**src/rtl/pipe_skid_reg_if.sv**
```systemverilog
// Handshake bundle for pipe_skid_reg: upstream (in_*) and downstream (out_*)
// valid/ready channels carrying a payload word and a control-field vector.
// master: the surrounding pipeline (drives in_* and out_ready).
// slave : the skid register itself.
interface pipe_skid_reg_if #(
    parameter int DATA_W = 64,
    parameter int CTRL_W = 8
);
    logic              in_valid;
    logic              in_ready;
    logic [DATA_W-1:0] in_data;
    logic [CTRL_W-1:0] in_ctrl;
    logic              out_valid;
    logic              out_ready;
    logic [DATA_W-1:0] out_data;
    logic [CTRL_W-1:0] out_ctrl;

    modport master (
        output in_valid, in_data, in_ctrl, out_ready,
        input  in_ready, out_valid, out_data, out_ctrl
    );

    modport slave (
        input  in_valid, in_data, in_ctrl, out_ready,
        output in_ready, out_valid, out_data, out_ctrl
    );
endinterface

```
**src/rtl/pipe_skid_reg.sv**
```systemverilog
// pipe_skid_reg: two-entry pipeline skid register (main + skid).
// The main register drives the out_* ports; the skid register catches the
// one entry that arrives while the downstream stage is stalling. in_ready
// is a registered decode of the state, so out_ready never reaches it
// combinationally. Empty main slots are held at zero so a bubble never
// asserts a control field.
// Optional feature: define PIPE_SKID_STATS_EN to add saturating
// back-pressure (stall_cnt) and flush (flush_cnt) counters.
module pipe_skid_reg #(
    parameter int DATA_W = 64,
    parameter int CTRL_W = 8,
    parameter int CNT_W  = 16
) (
    input  logic             CLK,
    input  logic             nRST,
    input  logic             flush,
    pipe_skid_reg_if.slave   bus
`ifdef PIPE_SKID_STATS_EN
    ,
    output logic [CNT_W-1:0] stall_cnt,
    output logic [CNT_W-1:0] flush_cnt
`endif
);

    typedef enum logic [1:0] {
        ST_EMPTY = 2'd0,
        ST_ONE   = 2'd1,
        ST_FULL  = 2'd2
    } state_t;

    state_t            state_r;
    logic [DATA_W-1:0] main_data_r;
    logic [CTRL_W-1:0] main_ctrl_r;
    logic [DATA_W-1:0] skid_data_r;
    logic [CTRL_W-1:0] skid_ctrl_r;
    logic              out_valid_r;
    logic              in_ready_r;

    logic              in_xfer_s;
    logic              out_xfer_s;

    assign in_xfer_s  = bus.in_valid & in_ready_r;
    assign out_xfer_s = out_valid_r & bus.out_ready;

    assign bus.in_ready  = in_ready_r;
    assign bus.out_valid = out_valid_r;
    assign bus.out_data  = main_data_r;
    assign bus.out_ctrl  = main_ctrl_r;

    // State machine and entry storage; flush overrides every transfer.
    always_ff @(posedge CLK or negedge nRST) begin
        if (!nRST) begin
            state_r     <= ST_EMPTY;
            main_data_r <= {DATA_W{1'b0}};
            main_ctrl_r <= {CTRL_W{1'b0}};
            skid_data_r <= {DATA_W{1'b0}};
            skid_ctrl_r <= {CTRL_W{1'b0}};
            out_valid_r <= 1'b0;
            in_ready_r  <= 1'b1;
        end else if (flush) begin
            state_r     <= ST_EMPTY;
            main_data_r <= {DATA_W{1'b0}};
            main_ctrl_r <= {CTRL_W{1'b0}};
            skid_data_r <= {DATA_W{1'b0}};
            skid_ctrl_r <= {CTRL_W{1'b0}};
            out_valid_r <= 1'b0;
            in_ready_r  <= 1'b1;
        end else begin
            case (state_r)
                ST_EMPTY: begin
                    if (in_xfer_s) begin
                        main_data_r <= bus.in_data;
                        main_ctrl_r <= bus.in_ctrl;
                        out_valid_r <= 1'b1;
                        state_r     <= ST_ONE;
                    end else begin
                        state_r     <= ST_EMPTY;
                    end
                end
                ST_ONE: begin
                    if (in_xfer_s && out_xfer_s) begin
                        // Streaming: head leaves, new entry replaces it.
                        main_data_r <= bus.in_data;
                        main_ctrl_r <= bus.in_ctrl;
                        state_r     <= ST_ONE;
                    end else if (in_xfer_s) begin
                        // Head stalled: park the newcomer in skid.
                        skid_data_r <= bus.in_data;
                        skid_ctrl_r <= bus.in_ctrl;
                        in_ready_r  <= 1'b0;
                        state_r     <= ST_FULL;
                    end else if (out_xfer_s) begin
                        main_data_r <= {DATA_W{1'b0}};
                        main_ctrl_r <= {CTRL_W{1'b0}};
                        out_valid_r <= 1'b0;
                        state_r     <= ST_EMPTY;
                    end else begin
                        state_r     <= ST_ONE;
                    end
                end
                ST_FULL: begin
                    if (out_xfer_s) begin
                        main_data_r <= skid_data_r;
                        main_ctrl_r <= skid_ctrl_r;
                        skid_data_r <= {DATA_W{1'b0}};
                        skid_ctrl_r <= {CTRL_W{1'b0}};
                        in_ready_r  <= 1'b1;
                        state_r     <= ST_ONE;
                    end else begin
                        state_r     <= ST_FULL;
                    end
                end
                default: begin
                    // Unreachable encoding: recover to a clean empty state.
                    state_r     <= ST_EMPTY;
                    main_data_r <= {DATA_W{1'b0}};
                    main_ctrl_r <= {CTRL_W{1'b0}};
                    skid_data_r <= {DATA_W{1'b0}};
                    skid_ctrl_r <= {CTRL_W{1'b0}};
                    out_valid_r <= 1'b0;
                    in_ready_r  <= 1'b1;
                end
            endcase
        end
    end

`ifdef PIPE_SKID_STATS_EN
    logic [CNT_W-1:0] stall_cnt_r;
    logic [CNT_W-1:0] flush_cnt_r;

    // Increment that sticks at all-ones instead of wrapping.
    function automatic logic [CNT_W-1:0] sat_inc(input logic [CNT_W-1:0] v);
        if (v == {CNT_W{1'b1}}) begin
            sat_inc = v;
        end else begin
            sat_inc = v + {{(CNT_W-1){1'b0}}, 1'b1};
        end
    endfunction

    assign stall_cnt = stall_cnt_r;
    assign flush_cnt = flush_cnt_r;

    // Statistics counters; deliberately untouched by flush.
    always_ff @(posedge CLK or negedge nRST) begin
        if (!nRST) begin
            stall_cnt_r <= {CNT_W{1'b0}};
            flush_cnt_r <= {CNT_W{1'b0}};
        end else begin
            if (out_valid_r && !bus.out_ready) begin
                stall_cnt_r <= sat_inc(stall_cnt_r);
            end else begin
                stall_cnt_r <= stall_cnt_r;
            end
            if (flush) begin
                flush_cnt_r <= sat_inc(flush_cnt_r);
            end else begin
                flush_cnt_r <= flush_cnt_r;
            end
        end
    end
`else
    // Statistics disabled: no counter ports or counter state.
`endif

endmodule

```
**src/flat_wrapper.sv**
```systemverilog
// flat-port wrapper written by rule: the top's interface ports become plain ports
module pipe_skid_reg_flat 
#(
    parameter int DATA_W = 64,
    parameter int CTRL_W = 8,
    parameter int CNT_W  = 16
)
  (CLK, nRST, flush, bus_in_valid, bus_in_data, bus_in_ctrl, bus_out_ready, bus_in_ready, bus_out_valid, bus_out_data, bus_out_ctrl);
  pipe_skid_reg_if #(.DATA_W(DATA_W), .CTRL_W(CTRL_W)) bus_i ();
  input  logic CLK;
  input  logic nRST;
  input  logic flush;
  input wire logic [$bits(bus_i.in_valid)-1:0] bus_in_valid;
  input wire logic [$bits(bus_i.in_data)-1:0] bus_in_data;
  input wire logic [$bits(bus_i.in_ctrl)-1:0] bus_in_ctrl;
  input wire logic [$bits(bus_i.out_ready)-1:0] bus_out_ready;
  output wire logic [$bits(bus_i.in_ready)-1:0] bus_in_ready;
  output wire logic [$bits(bus_i.out_valid)-1:0] bus_out_valid;
  output wire logic [$bits(bus_i.out_data)-1:0] bus_out_data;
  output wire logic [$bits(bus_i.out_ctrl)-1:0] bus_out_ctrl;
  assign bus_i.in_valid = bus_in_valid;
  assign bus_i.in_data = bus_in_data;
  assign bus_i.in_ctrl = bus_in_ctrl;
  assign bus_i.out_ready = bus_out_ready;
  assign bus_in_ready = bus_i.in_ready;
  assign bus_out_valid = bus_i.out_valid;
  assign bus_out_data = bus_i.out_data;
  assign bus_out_ctrl = bus_i.out_ctrl;
  pipe_skid_reg #(.DATA_W(DATA_W), .CTRL_W(CTRL_W), .CNT_W(CNT_W)) u_core (.CLK(CLK), .nRST(nRST), .flush(flush), .bus(bus_i));
endmodule
```
**config.mk**
```make
export PLATFORM = sky130hd
export DESIGN_NAME = pipe_skid_reg_flat
export DESIGN_NICKNAME = d
export VERILOG_FILES = /design/src/rtl/pipe_skid_reg_if.sv /design/src/rtl/pipe_skid_reg.sv /design/src/flat_wrapper.sv
export SDC_FILE = /design/constraint.sdc
export NUM_CORES = 1
export LEC_CHECK = 0
export ABC_AREA = 1
export CORE_ASPECT_RATIO = 0.8
export CORE_MARGIN = 10
export CORE_UTILIZATION = 50
export CTS_BUF_LIST = sky130_fd_sc_hd__clkbuf_4
export DETAILED_ROUTE_END_ITERATION = 12
export PLACE_DENSITY = 0.82
export SKIP_LAST_GASP = 1
export SYNTH_ARGS = -nofsm -noshare
export SYNTH_HDL_FRONTEND = slang
export SYNTH_SLANG_ARGS = --single-unit
```
**constraint.sdc**
```tcl
create_clock -name CLK -period 2.2 [get_ports CLK]
set_input_delay 0.44 -clock CLK [delete_from_list [all_inputs] [get_ports CLK]]
set_output_delay 0.44 -clock CLK [all_outputs]
set_load 0.005 [all_outputs]
```
Yosys cells after proc, flatten, opt, wreduce, memory -nomap -nowiden

Index checks and enable logic that the tools add are counted.

Output and inout bits: 74
Latch bits: 0
Bits of input ports: 77
Memories kept: 0
ROM bits: 0
Logic and storage cells: 64
Memory bits (writable): 0
Flip-flop bits (word level): 148

Div/mod/pow operators: 0
Mux-type cells: 38
Multipliers: 0
Reductions and logical operators: 5
Shift-type cells: 0
Bitwise operators: 2
Add/subtract/negate cells: 0
Eq/ne operators: 12
$lt $le $gt $ge: 0

Operators with widths:

| kind                                                  | count |
|---|---|
| two-way mux 64 bit                                    | 8 |
| one-hot mux 64 bit (3 select lines)                   | 2 |
| two-way mux 8 bit                                     | 8 |
| one-hot mux 8 bit (3 select lines)                    | 2 |
| inequality test 3 x 2 -> 1 bit, second input constant | 4 |
| two-way mux 1 bit                                     | 11 |
| two-way mux 2 bit                                     | 4 |
| AND reduction 4 bit                                   | 2 |
| inequality test 3 bit, second input constant          | 2 |
| one-hot mux 1 bit (3 select lines)                    | 2 |
| one-hot mux 2 bit (3 select lines)                    | 1 |
| AND reduction 5 bit                                   | 1 |
| inequality test 2 bit, second input constant          | 2 |
| inequality test 4 x 2 -> 1 bit, second input constant | 1 |
| inequality test 4 bit, second input constant          | 1 |
| AND 1 bit                                             | 2 |
| == test 2 x 1 -> 1 bit, second input constant         | 1 |
| == test 2 bit, second input constant                  | 1 |
| zero test 2 bit                                       | 1 |
| logical AND 1 bit                                     | 1 |

Longest topological paths before layout

Depth after elaboration: 6
Depth in mapped cells: 9
Mapped depth without buffers: 7

Worst setup path before layout

OpenSTA, ideal clock, no wires.

Kind: register to register
Start: reg u_core.in_ready_r (netlist: u_core.bus.in_ready)
End: reg u_core.skid_data_r[54]
Arrival time: 1.432 ns
Cell stages (with the launch flop): 8
Path buffers: 1
Clock period less this slack: 1.497 ns
Required time: 2.135 ns
Slack: 0.703 ns
Library setup time: 0.065 ns
Path through: dfstp_2 > nand2_1 > inv_2 > nand2_1 > nor3_2 > buf_2 > nand2_1 > nand2_1

Cells in the longest elaborated chain, start to end: 4
Elaborated cells on any way between the ends: 5
Those cells by class: eq/ne (2); bitwise (1); reduce/logical (2)

Ends and longest elaborated chain:

| item                            | RTL line            | source |
|---|---|---|
| start: declaration              | pipe_skid_reg.sv:37 | `logic in_ready_r;` |
| start signal: assignment        | pipe_skid_reg.sv:59 | `in_ready_r <= 1'b1;` |
| start signal: assignment        | pipe_skid_reg.sv:67 | `in_ready_r <= 1'b1;` |
| start signal: assignment        | pipe_skid_reg.sv:90 | `in_ready_r <= 1'b0;` |
| AND 1 bit *                     | pipe_skid_reg.sv:42 | `assign in_xfer_s = bus.in_valid & in_ready_r;` |
| logical AND 1 bit               | pipe_skid_reg.sv:81 | `if (in_xfer_s && out_xfer_s) begin` |
| inequality test 3 bit (no line) | n/a                 |  |
| AND reduction 4 bit (no line) * | n/a                 |  |
| end signal: assignment          | pipe_skid_reg.sv:56 | `skid_data_r <= {DATA_W{1'b0}};` |
| end signal: assignment          | pipe_skid_reg.sv:64 | `skid_data_r <= {DATA_W{1'b0}};` |
| end signal: assignment          | pipe_skid_reg.sv:88 | `skid_data_r <= bus.in_data;` |
| end: declaration                | pipe_skid_reg.sv:34 | `logic [DATA_W-1:0] skid_data_r;` |

Every way passes the cells marked *; elsewhere a longest branch is shown, timed or not.
A chain may end at the register's enable or synchronous reset.

Worst setup path after layout

Start: reg u_core.in_ready_r (netlist: u_core.bus.in_ready)
End: out bus_in_ready

RTL lines:

| item             | RTL line           | source |
|---|---|---|
| end: declaration | flat_wrapper.sv:17 | `output wire logic [$bits(bus_i.in_ready)-1:0] bus_in_ready;` |

No word-level cell between the ends.

==> summary.txt <==
Status
  – Status: complete, no violations

Setup path
  – Max FO, Critical Path: 3
  – CP Cell Sequence: clkdlybuf4s50_1
  – Delay-heaviest family, CP: flip-flops
  – Slowest stage delay, CP: 0.58 ns
  – CP Buf/Inv Count: 1
  – CP Data Arrival Time: 1.60 ns
  – Worst path depth: 1
  – CP Data Required Time: ~1.8 ns
  – Worst setup path class: reg2out
  – Crit-path slowest cell: dfstp_2
  – Worst R2R Path Depth: 8
  – Crit start category: flop
  – CP endpoint kind: output port

Pwr
  – LEAKAGE: about 0.0047 uW
  – Maximum VDD drop: 0.0003934 V
  – PwrDens: 736.4 nW/um^2

STA
  – Relative slew slack: 68.24%
  – Final slew viol count: 0
  – Fin Hold WS: 0.3952 ns
  – Worst-Margin Slew: ~0.48 ns
  – Final Hold Viols: 0
  – Fin crit share: 92.82%
  – Setup_tns: 0 ns
  – Fmax: 489.7 MHz
  – Clk_skew: approximately 0.015 ns
  – Setup violations, final: 0
  – Worst setup margin: 0.1579 ns
  – Min cycle time layout: 2.042 ns
  – RSZ-0062 raised after global routing: false

Clocking
  – Num CTS Buffers: 17
  – Clock transition at path regs: 0.13 ns
  – Clk sinks: 148
  – Clk root buf: clkbuf_4
  – Clock Latency Late Sink: 0.53 ns
  – Post-CTS setup repair buffer count: 0
  – TritonCTS clock tree: done
  – H-Tree Depth: 4
  – Max clock buf depth: 2

Global route
  – Largest net degree at the start of global routing: 74
  – First-pass GRT wire length: 33180 um
  – GRT Total Usage: 20.35%
  – Vias in the first global route: 6480
  – Total global routing overflow: 0
  – Initial antenna violation count: 1

Placed design
  – DP Worst Slack: approximately 0.12 ns
  – Buffers on Ports: 150
  – HPWL Detailed: 12610 um
  – Final GP Congestion: ~0.85

Run
  – Max cap viols: 0

Layout
  – Antenna Cells: 0
  – Layout cells sized above 1: under 10%
  – Total Nets Final: 1173
  – Area delta synth->final: 29.49%

Floorplanning
  – Die H: 126.5 um
  – Core area: 13740 um^2
  – Die width: between 150 and 200 um
  – Rows: 38
  – Boundary pin count: 151
  – Initial Util: 51.59%
  – Die area: 19370 um^2

Synth
  – Sequential share of the synthesized area: 52.26%
  – Mapped Cells: 967
  – Post-synth top area share: 51.89%
  – Synth Flop Type: dfrtp_1
  – Post-synthesis cell type count: 22
  – Top cells by area, synth: dfrtp_1, nand2_1, nand3_1
  – Post-synth EDFFs: 0
  – Yosys reg bits: around 150
  – Commonest cells in the netlist: nand2_1, nand3_1, dfrtp_1, buf_2, clkbuf_1
  – Ys Warns: 0
  – Async S/R FF share, synth: 100.0%
  – Synth area leader: dfrtp_1
  – Synthesized net count: 1044
  – Avg Inst Size Synth: 7.331 um^2
  – Most common cell in the synthesized netlist: nand2_1
  – Mapped Area: 7089 um^2

Route
  – WL met2: 8867 um
  – DR pass1 iterations: 6
  – DR WL met3: 2006 um
  – 1st-iter DRT viols: roughly 730
  – Detail Route Antenna Nets: 0
  – Final WL: a little under 20000 um
  – # DRC: 0
  – Highest Signal Layer: met4
  – Metal-1 WL: 8810 um
  – Vias: roughly 6700
  – Vias per cell: 5.192
  – Drt wl/cell: 15.39 um

Hold path
  – HP Class: in2async
==> stage by stage <==
stage          instances  util, %  total power (uW)  instance area [um^2]
6_report            1288    66.81              6760                  9180
5_1_grt             1288    66.81              7141                  9180
4_1_cts             1288    66.81              6825                  9180
3_5_place_dp        1256    64.42              4907                  8852
3_3_place_gp        1256    64.42              4876                  8852
2_1_floorplan        967        -              3957                  7089
==> worst paths after layout <==
check	startpoint	to	slack, ns
max in group asynchronous	nRST	u_core.bus.out_data[17]	1.16
min in group CLK	u_core.skid_data_r[2]	u_core.skid_data_r[2]	0.49
hold reg to reg	u_core.skid_data_r[2]	u_core.skid_data_r[2]	0.49
setup / recovery	u_core.bus.in_ready	bus_in_ready	0.16
setup reg to reg	u_core.bus.in_ready	u_core.skid_data_r[20]	0.48
hold / removal	nRST	u_core.bus.out_ctrl[1]	0.40
==> layout make-up <==
class / instances / area, um^2
fillers: 1153 / 4561
flip-flops and latches: 148 / 3705
multi-input cells: 753 / 3104
repair buffers: 170 / 1805
well taps: 180 / 225.2
clock inverters: 13 / 182.7
clock buffers: 18 / 135.1
inverters: 6 / 22.52
==> per-layer routing <==
metal	GRT usage, %	vias to the layer above
li1	-	3294
met1	27.02	3108
met2	31.07	274
met3	7.430	11
met4	4.871	0
met5	0	-
==> report_power, final <==
| part | switching [uW] | internal (uW) | leakage [uW] | total (uW) |
|---|---|---|---|---|
| sequential | 164 | 2990 | 0.00200 | 3150 |
| clock | 1010 | 909 | 0.000162 | 1920 |
| combinational | 911 | 780 | 0.00258 | 1690 |
==> flip-flops by register name, indices dropped and copies added (netlist names) <==
register / count
u_core.bus.out_data: 64
u_core.skid_data_r: 64
u_core.bus.out_ctrl: 8
u_core.skid_ctrl_r: 8
u_core.state_r: 2
u_core.bus.in_ready: 1
u_core.bus.out_valid: 1
==> layout by cell type (no fill, tap or decap), drive strengths merged <==
cell	n
nand3b	1
nand3	150
nand2	588
nor2	7
nand4	1
bufinv	4
a31oi	1
clkbuf	18
clkinv	4
buf	20
inv	8
clkdlybuf4s50	149
o21ai	2
dfrtp	147
nor3	2
clkinvlp	3
a21oi	1
dfstp	1
dlygate4sd3	1
==> kinds of logic after synthesis <==
family,Yosys count,synth area share [%]
and+or+nand+nor,749,42.98
buffers and inverters,66,4.465
AOI/OAI and AO/OA,4,0.2999
DFF,148,52.26
==> timing repair <==
action / in CTS / in global routing
hold buffers: 1 / 0
resized for setup: 0 / 0
endpoints found under the hold margin: 45 / 0
No activity file was read; power rests on OpenSTA's default activity.
==> patch 1 (same settings) <==
`DATA_W` is set to 64 in 3 places; all go to 96.
--- a/src/rtl/pipe_skid_reg_if.sv
+++ b/src/rtl/pipe_skid_reg_if.sv
@@ -3,7 +3,7 @@
 // master: the surrounding pipeline (drives in_* and out_ready).
 // slave : the skid register itself.
 interface pipe_skid_reg_if #(
-    parameter int DATA_W = 64,
+    parameter int DATA_W = 96,
     parameter int CTRL_W = 8
 );
     logic              in_valid;
--- a/src/rtl/pipe_skid_reg.sv
+++ b/src/rtl/pipe_skid_reg.sv
@@ -7,7 +7,7 @@
 // Optional feature: define PIPE_SKID_STATS_EN to add saturating
 // back-pressure (stall_cnt) and flush (flush_cnt) counters.
 module pipe_skid_reg #(
-    parameter int DATA_W = 64,
+    parameter int DATA_W = 96,
     parameter int CTRL_W = 8,
     parameter int CNT_W  = 16
 ) (
--- a/src/flat_wrapper.sv
+++ b/src/flat_wrapper.sv
@@ -1,7 +1,7 @@
 // flat-port wrapper written by rule: the top's interface ports become plain ports
 module pipe_skid_reg_flat 
 #(
-    parameter int DATA_W = 64,
+    parameter int DATA_W = 96,
     parameter int CTRL_W = 8,
     parameter int CNT_W  = 16
 )
Interface: changed (resized bus_in_data and bus_out_data); port bits go from 151 to 215. No check against the original RTL was run, so the function may have changed too.
==> patch 1 against the unedited design <==
Critical path depth did not move. Routed wire length up 56%. Design area up 44%. Sequential cell count is 64 higher. Worst setup slack worse by 25 ps. Total power increased by 53%. Area after synthesis is 41% higher. Largest power group unchanged. First-iteration DRC count is 49% higher.
==> patch 1: results (changes against the unedited design) <==
metric,value,unit,change
drt-pass1-iter-count,5,,-1
finClkSkew,32.2,ps,+17.3 ps
r2r_start,u_core.state_r[0],,
path_delay_family,buffers and inverters,,
post-place-ws,-53.3,ps,-170 ps
synth_area_leaders,"dfrtp_1, nand2_1, nand3_1",,
placed_area,12600,µm²,+42%
grt_first_pass_wirelength,50300,µm,+51%
fin_hold_ws,326,ps,-69.3 ps
wl_per_cell,16.4,µm,+6.6%
fin_nets,1700,,+45%
cp.arrival,1630,ps,+30 ps
synth_compound_gate_area_share,0.00212,,-0.000880
path_clk_slew,60,ps,-70 ps
fin_cells,1889,,+47%
powerSeq,4.53,mW,+44%
grt.total_usage,0.234,,+0.0301
cts_buffers,54,,+37
critPathMaxFanout,2,,-1
multi_input_comb_cells,1073,,+42%
tap_cells,264,,+47%
status,"complete, no violations",,
synth.net_count,1489,,+43%
pwr-share-comb,0.235,,-0.015
max_stage_delay,540,ps,-40 ps
drive_above_1_share,0.0777,,+0.0208
netlist_top_cells_count,"nand2_1, nand3_1, dfrtp_1",,
ys_seq_area_frac,0.529,,+0.00648
r2r_end,u_core.bus.out_data[71],,
placed_cells,1798,,+43%
multi_input_area,4380,µm²,+41%
grt_max_degree,106,,+43%
seq_area,5310,µm²,+43%
relSlewSlack,0.556,,-0.126
via_per_inst,5.30,,+2.1%
signal_buffers,243,,+43%
n_clock_buffer,82,,+64
[patch 1: cell count changes in the layout (fill, tap and decap cells not counted), moves of 9 or more]
cell | before | now
clkbuf_4 | 18 | 82
nand2_1 | 588 | 845
nand3_1 | 148 | 213
clkdlybuf4s50_1 | 149 | 212
dfrtp_1 | 147 | 211
buf_4 | 7 | 16
[patch 1: how the worst max path moves through the flow]
stage / from / endpoint
floorplan: u_core.bus.in_ready / u_core.skid_data_r[0]
global placement: bus_out_ready / u_core.bus.out_data[69]
detailed placement: bus_out_ready / u_core.bus.out_data[71]
CTS: u_core.bus.in_ready / bus_in_ready
global route: u_core.bus.out_data[10] / bus_out_data[10]
finish: u_core.bus.out_data[10] / bus_out_data[10]
[patch 1: routing by layer]
metal | vias up | part of all wire | GRT usage
met4 | 2 | 0.026 | 0.0891
met2 | 387 | 0.46 | 0.367
met1 | 4789 | 0.43 | 0.300
met3 | 64 | 0.084 | 0.0649
met5 | - | 0.00029 | 0
li1 | 4771 | - | -
==> patch 2 (same settings) <==
Made on the original files. The 3 states of `state_t` get a one-hot encoding in 3 bits.
--- a/src/rtl/pipe_skid_reg.sv
+++ b/src/rtl/pipe_skid_reg.sv
@@ -22,10 +22,10 @@
 `endif
 );
 
-    typedef enum logic [1:0] {
-        ST_EMPTY = 2'd0,
-        ST_ONE   = 2'd1,
-        ST_FULL  = 2'd2
+    typedef enum logic [2:0] {
+        ST_EMPTY = 3'b001,
+        ST_ONE   = 3'b010,
+        ST_FULL  = 3'b100
     } state_t;
 
     state_t            state_r;
Check against the original RTL: no difference found for any inputs over 4 cycles, from zero or initial values and one cycle with nRST low; so few cycles prove little.
==> patch 2 against the unedited design <==
Count of clock-buffer cells in the layout fell by 1. Register-to-register slack got worse by 40 ps. Routed wire length up 9.6%. Area after synthesis increased by 4.3%. Clock skew is 5.2 ps higher. Design area up 3.1%. Sequential cell count increased by 1. Total power grew 7.1%. Die area is 3.6% higher. Worst setup slack lost 49 ps. Core utilization is 1.0 points lower. Critical endpoint unchanged.
==> patch 2: results (changes against the unedited design) <==
metric,value,unit,change
placed_area,9120,µm²,+3.0%
cts_buffer_depth,2,,unchanged
path_delay_family,flip-flops,,
max_stage_delay,570,ps,
slowest_stage,dfstp_2,,
hold_class,input pin to async pin,,
ctsHtreeMaxLevel,4,,unchanged
finClkSkew,20.1,ps,+5.24 ps
synthCells,994,,+2.8%
core,14400,µm²,+4.8%
cts-root-buf,clkbuf_4,,
cts_buffers,17,,unchanged
synth.net_count,1071,,+2.6%
critPathMaxFanout,3,,unchanged
vdd_drop_max,0.487,mV,+24%
antenna_found_initial,2,,+1
status,"complete, no violations",,
post-place-ws,85.5,ps,-31.6 ps
drive_above_1_share,0.0656,,+0.00874
post-cts-setup-buffers,0,,unchanged
io_buffer_count,150,,unchanged
finalHoldViolCount,0,,unchanged
grt_max_degree,53,,-28%
vias,7367,,+10%
fin_hold_ws,358,ps,-37.3 ps
synthArstFlopShare,1.00,,unchanged
final_area,9470,µm²,+3.1%
ys_seq_area_frac,0.505,,-0.0178
placed_cells,1279,,+1.8%
power_leakage,4.80,nW,+1.3%
relSlewSlack,0.640,,-0.0428
fill_cells,1253,,+8.7%
via_per_inst,5.61,,+8.1%
path_clk_slew,130,ps,about the same
fin_crit,2090,ps,+49.2 ps
reg2reg_slack,440,ps,-40 ps
synth_edf_count,0,,unchanged
grt_first_pass_wirelength,35700,µm,+7.7%
clk_latency,590,ps,+60 ps
drtIter0Drc,669,,-8.2%
grt.total_usage,0.218,,+0.0145
synth_area_leaders,"dfrtp_1, nand2_1, nand3_1",,
post-dp-hpwl,14100,µm,+12%
cp.arrival,1650,ps,+50 ps
wl_per_cell,16.5,µm,+7.5%
grt_pass1_vias,6944,,+7.2%
fin_nets,1192,,+1.6%
gp_congestion,0.814,,-4.6%
drt-pass1-iter-count,7,,+1
netlist_top_cells_count,"nand2_1, nand3_1, dfrtp_1",,
ys_warn_count,0,,unchanged
## patch 2: cell count changes in the layout (fill, tap and decap cells not counted), moves of 2 or more
cell and delta:
nor3_2 +2, buf_4 +8, nand3_1 +143, nor2_1 +3, clkinvlp_4 +3, nand2_1 -137
## patch 2: path summary, 6_finish.rpt
check                                          end  cells past startpoint                    from
setup / recovery                      bus_in_ready                      1     u_core.bus.in_ready
hold / removal             u_core.bus.out_data[47]                      2                    nRST
setup reg to reg             u_core.skid_data_r[7]                      8     u_core.bus.in_ready
hold reg to reg             u_core.skid_data_r[33]                      2  u_core.skid_data_r[33]
max in group asynchronous        u_core.state_r[0]                      3                    nRST
min in group CLK             u_core.skid_data_r[4]                      3          bus_in_data[4]
## patch 2: routing by layer
layer	vias to the layer above	GRT usage	wire [µm]	part of all wire
met2	326	0.334	10100	0.46
met1	3509	0.287	9220	0.42
met3	39	0.0673	2040	0.094
met5	-	0	13	0.00060
met4	2	0.0787	401	0.018
li1	3491	-	-	-
## patch 2: logic make-up after synthesis
family	count (synthesis)	synth area share
buffers and inverters	83	0.0535
AO/OA/AOI/OAI	4	0.00339
AND/OR/NAND/NOR	758	0.438
flip-flops	149	0.505
## patch 2: layout make-up
class | count | area share
clock inverter | 15 | 0.0217
multi-input combinational | 762 | 0.348
antenna | 1 | 0.000264
tap | 184 | 0.0243
sequential | 149 | 0.394
inverter | 8 | 0.00317
timing repair buffer | 177 | 0.195
clock buffer | 17 | 0.0135
## patch 2: timing repair
action / CTS / global route
endpoints found under the hold margin: 47 / 0
hold buffers: 1 / 0
resized for setup: 0 / 0
endpoints found under the setup margin: 0 / 0
## patch 2: report_power, final
part,leakage (nW),switching (mW),internal [mW]
clock network,0.157,1.06,0.905
logic,2.62,1.15,0.956
registers,2.02,0.160,3.00
total,4.80,2.38,4.86
